[config.mk]
export PLATFORM = sky130hd
export DESIGN_NAME = mem_stage_ctrl
export DESIGN_NICKNAME = d
export VERILOG_FILES = /design/src/rtl/mem_stage_ctrl.sv
export SDC_FILE = /design/constraint.sdc
export NUM_CORES = 1
export LEC_CHECK = 0
export CORE_ASPECT_RATIO = 1.2
export CORE_MARGIN = 4
export CORE_UTILIZATION = 45
export DETAILED_ROUTE_END_ITERATION = 7
export PLACE_DENSITY = 0.76
export SYNTH_ARGS = -nofsm -noshare
export SYNTH_HDL_FRONTEND = slang
export SYNTH_SLANG_ARGS = --single-unit
[constraint.sdc]
create_clock -name i_clk -period 2.4 [get_ports i_clk]
set_input_delay 0.36 -clock i_clk [delete_from_list [all_inputs] [get_ports i_clk]]
set_output_delay 0.36 -clock i_clk [all_outputs]
set_load 0.01 [all_outputs]
[src/rtl/mem_stage_ctrl.sv]
// mem_stage_ctrl: memory-stage FSM issuing memory requests, pipeline stalls/flushes and traps
module mem_stage_ctrl #(
    parameter int TIMEOUT_W = 8,
    parameter int CNT_W     = 32
) (
    input  logic             i_clk,
    input  logic             i_arst_n,
    input  logic             i_mem_access,
    input  logic             i_mem_we,
    input  logic             i_ecall_instr,
    input  logic [3:0]       i_cause,
    input  logic             i_mem_ready,
    input  logic             i_mem_err,
    input  logic             i_load_use,
    input  logic             i_branch_mispred,
    output logic             o_mem_req,
    output logic             o_mem_req_we,
    output logic             o_stall_fetch,
    output logic             o_stall_dec,
    output logic             o_stall_exec,
    output logic             o_stall_mem,
    output logic             o_flush_dec,
    output logic             o_flush_exec,
    output logic             o_flush_mem,
    output logic             o_trap,
    output logic [3:0]       o_trap_cause,
    output logic [CNT_W-1:0] o_stall_cycles
);
    localparam logic [1:0] S_IDLE = 2'd0;
    localparam logic [1:0] S_WAIT = 2'd1;
    localparam logic [1:0] S_TRAP = 2'd2;
    logic [1:0]           state_q, state_d;
    logic [TIMEOUT_W-1:0] tmo_q, tmo_nx;
    logic [3:0]           cause_q, cause_d, mem_cause;
    logic                 we_q, is_idle, is_wait, is_trap, ext_trap, mem_stall;
    assign is_idle   = state_q == S_IDLE;
    assign is_wait   = state_q == S_WAIT;
    assign is_trap   = state_q == S_TRAP;
    assign ext_trap  = i_cause != 4'd0 || i_ecall_instr;
    assign mem_cause = (is_wait ? we_q : i_mem_we) ? 4'd7 : 4'd5;
    assign tmo_nx    = tmo_q + 1'b1;
    assign mem_stall = is_idle ? i_mem_access && !i_mem_ready && !ext_trap : is_wait && !i_mem_ready;
    // next state and trap cause; higher-priority trap sources pre-empt a memory miss
    always_comb begin
        state_d = state_q;
        cause_d = cause_q;
        if (is_idle) begin
            if (ext_trap) begin
                state_d = S_TRAP;
                cause_d = (i_cause != 4'd0) ? i_cause : 4'd11;
            end else if (i_mem_access && i_mem_ready && i_mem_err) begin
                state_d = S_TRAP;
                cause_d = mem_cause;
            end else if (mem_stall) begin
                state_d = S_WAIT;
            end
        end else if (is_wait) begin
            if (i_mem_ready && !i_mem_err) begin
                state_d = S_IDLE;
            end else if (i_mem_ready || tmo_nx == '1) begin
                state_d = S_TRAP;
                cause_d = mem_cause;
            end
        end else begin
            state_d = S_IDLE;
        end
    end
    // outputs are gated by reset so they read 0 immediately while it is held
    assign o_mem_req     = i_arst_n && (is_wait || (is_idle && i_mem_access));
    assign o_mem_req_we  = i_arst_n && (is_wait ? we_q : is_idle && i_mem_we);
    assign o_stall_fetch = i_arst_n && (mem_stall || (is_idle && !i_branch_mispred && i_load_use));
    assign o_stall_dec   = o_stall_fetch;
    assign o_stall_exec  = i_arst_n && mem_stall;
    assign o_stall_mem   = i_arst_n && mem_stall;
    assign o_flush_dec   = i_arst_n && (is_trap || (is_idle && !mem_stall && i_branch_mispred));
    assign o_flush_exec  = i_arst_n && (is_trap || (is_idle && !mem_stall && (i_branch_mispred || i_load_use)));
    assign o_flush_mem   = i_arst_n && is_trap;
    assign o_trap        = i_arst_n && is_trap;
    assign o_trap_cause  = o_trap ? cause_q : 4'd0;
    // state, timeout, latched store flag and saturating stall statistics
    always_ff @(posedge i_clk or negedge i_arst_n) begin
        if (!i_arst_n) begin
            state_q        <= S_IDLE;
            tmo_q          <= '0;
            cause_q        <= 4'd0;
            we_q           <= 1'b0;
            o_stall_cycles <= '0;
        end else begin
            state_q <= state_d;
            cause_q <= cause_d;
            tmo_q   <= is_wait ? tmo_nx : '0;
            if (is_idle) we_q <= i_mem_we;
            if (o_stall_mem && o_stall_cycles != '1) o_stall_cycles <= o_stall_cycles + 1'b1;
        end
    end
endmodule

==> results.cfg <==
[yosys]
synth_area_leaders = dfrtp_1, xor2_1, nor3_1, nor2_1, nand3_1
synthArstFlopShare_pct = 100
ys_seq_area_share_pct = 46.3
syn_inst = 251
synth_area_um2 = 2540
yosysWarnings = 0
synth_seq_cells = 47
ys.flop_type = dfrtp_1
synth_nets = 267
syn-mean-instance-area_um2 = 10.1
synthDistinctLibCells = 53
synth_edf_count = 0
synth_area_leader_cell = dfrtp_1
synth_top_area_share_pct = 46.3

[critical_path]
critPathMaxFanout = 4
cp_data_required_time_ns = 2.04
r2r-start = o_stall_cycles[7]$_DFFE_PN0P_
arrival_ns = 2.00
cp-startpoint = i_mem_ready
critPathKind = input pin to primary output
crit_path_top_delay_cell = clkdlybuf4s50_1
start_kind = input pin
path_cells = clkdlybuf4s50_1, nand2b_1, o41ai_4, and2_4, buf_6, a41o_1, buf_2
end_kind = primary output
cpPeakStageDelay_ns = 0.63

[routing]
drtAntennaViolNets = 0
vias = 2291
drt-wirelength-per-cell_um = 16.1
drc_errors = 0
drtIter0Drc = 99
wirelength_um = 6480
dr.pass1.iters = 4
via_per_inst = 5.68

[final_layout]
layout.nets = 356
regArea_um2 = 1180
nFillCells = 436
drive_above_1_share_pct = 18.2
diodes = 0
fin_util_pct = 66.1
design_area_um2 = 3550
syn_to_final_growth_pct = 39.7
multiInputGateArea_um2 = 1310

[floorplanning]
fp.dieW_um = 76.6
die_area_um2 = 6920
dieHeight_um = 90.3
start_util_pct = 47.3
io_pins = 59
rows = 29
core_area_um2 = 5370

[cts]
htreeDepth = 2
clk_latency_ns = 0.30
numClockSinks = 47
cts_buffer_depth = 2
numCtsBuffers = 5
cts_tree = done
cts_root_buf = clkbuf_8
path_clk_slew_ns = 0.08

[sta]
worstMarginPinSlew_ns = 0.469
layout_min_cycle_time_ns = 2.36
hold_viol = 0
hold_ws_ns = 0.0802
report.final.setup_viol = 0
slew_viol_final = 0
slew_headroom_pct = 68.4
fin_skew_ns = 0.00339
finalCritPeriodShare_pct = 98.4
setup-tns-final_ns = 0
timing.fmax_mhz = 424

[power_and_ir_drop]
ir_drop_uv = 378
p_per_area_nw_per_um2 = 491
leakagePower_nw = 1.67
total_power_mw = 1.74

[grt]
gr-total-overflow = 0
track_usage_pct = 19.5
grt_pass1_wl_um = 11100
grt_pass1_vias = 2335
grt_antenna_before_repair = 0
grt_max_degree = 30

[status]
status = finished clean

[place]
io_buffer_count = 58
routabilityCongestion = 0.785
dpl-instance-area_um2 = 3370
hpwl_um = 4680

[job]
drv_cap = 0

[min_path]
min_path_type = input pin to async pin
==> timing repair <==
action                                 4_1_cts  5_1_grt
cloned                                       0        0
buffers inserted                             4        0
hold buffers                                 1        0
gates resized for setup                     35        2
pin swaps                                    3        4
endpoints found under the hold margin        4        0
setup endpoints to repair                   30       15
==> final timing paths <==
path / end / slack [ns] / cells after the start
max: o_stall_dec / 0.04 / 7
min: tmo_q[4]$_DFF_PN0_ / 0.08 / 2
max reg2reg: o_stall_cycles[1]$_DFFE_PN0P_ / 0.29 / 5
min reg2reg: o_stall_cycles[21]$_DFFE_PN0P_ / 0.49 / 1
max in group asynchronous: we_q$_DFFE_PN0P_ / 1.62 / 2
min in group i_clk: o_stall_cycles[21]$_DFFE_PN0P_ / 0.49 / 1
==> kinds of logic (layout without fill, tap and decap cells) <==
group / Yosys count / count (layout) / share of synthesized area, %
AO/OA/AOI/OAI: 31 / 31 / 9.99
XOR/XNOR: 32 / 32 / 11.0
adder cells (fa/ha/maj): 3 / 3 / 1.48
buffers and inverters: 19 / 109 / 3.79
flip-flops: 47 / 47 / 46.3
multiplexers: 4 / 4 / 1.72
AND/OR/NAND/NOR: 115 / 115 / 25.7
==> through the flow <==
step                      instances  setup slack (ns)
final                           403            0.0389
after global routing            403         -0.000735
after floorplan                 251             0.119
after global placement          390            -0.552
after detailed placement        390            -0.691
after CTS                       403            0.0116
==> sequential cells by signal, summed over array words and instances (netlist names) <==
name	flops
state_q	2
we_q	1
tmo_q	8
cause_q	4
o_stall_cycles	32
==> synthesized netlist by cell type (2+ instances only) <==
| cell | n |
|---|---|
| a21boi_0 | 2 |
| buf_4 | 4 |
| o21ai_0 | 3 |
| o21bai_1 | 3 |
| a311oi_1 | 2 |
| nor4_1 | 10 |
| xor2_1 | 27 |
| a21oi_1 | 3 |
| nand3_1 | 13 |
| mux2_2 | 3 |
| nand2b_1 | 8 |
| a31oi_1 | 2 |
| nor3_1 | 16 |
| nor2_1 | 19 |
| or2_2 | 2 |
| nor4b_1 | 5 |
| ha_1 | 3 |
| dfrtp_1 | 47 |
| nand2_1 | 15 |
| nand4_1 | 5 |
| xnor2_1 | 5 |
| o32a_1 | 2 |
| and2_1 | 4 |
| inv_1 | 11 |
| clkbuf_1 | 3 |
| and3_1 | 7 |
==> cell type report <==
class                   instances  share of cell area (%)
well taps                      62                    2.18
clock buffers                   6                    2.32
multi-input cells             185                    36.9
repair buffers                 90                    23.4
inverters                      11                    1.16
clock inverters                 2                   0.986
flip-flops and latches         47                    33.1
==> per-layer routing <==
layer  routed length, um  part of all wire [%]  vias to the layer above  global-route usage, %
met3                 288                   4.4                       13                   4.69
met4                 127                   2.0                        0                   5.29
met2                3490                    54                       74                   35.2
met5                   0                     0                        -                      0
li1                    -                     -                     1081                      -
met1                2570                    40                     1123                   22.8
==> power by group <==
part           internal, mW  switching [mW]
Combinational         0.152           0.133
Sequential            0.829          0.0299
Clock                 0.337           0.264
Total                  1.32           0.426
==> layout by cell type, fill, tap and decap left out, drive strengths merged, types with 5 or more instances in the layout <==
| master | instances |
|---|---|
| dfrtp | 47 |
| nand2b | 8 |
| and2 | 5 |
| buf | 36 |
| and3 | 7 |
| nand3 | 13 |
| nor4 | 11 |
| xor2 | 27 |
| nand4 | 6 |
| nor4b | 6 |
| xnor2 | 5 |
| clkbuf | 6 |
| nor2 | 19 |
| nand2 | 15 |
| inv | 11 |
| nor3 | 16 |
| clkdlybuf4s50 | 47 |
==> critical path: cells and delay by family <==
family,cells,cell delay [ns]
buffers and inverters,3,0.89
AO/OA/AOI/OAI,2,0.33
AND/OR/NAND/NOR,2,0.42
No activity file was read; power rests on OpenSTA's default activity.
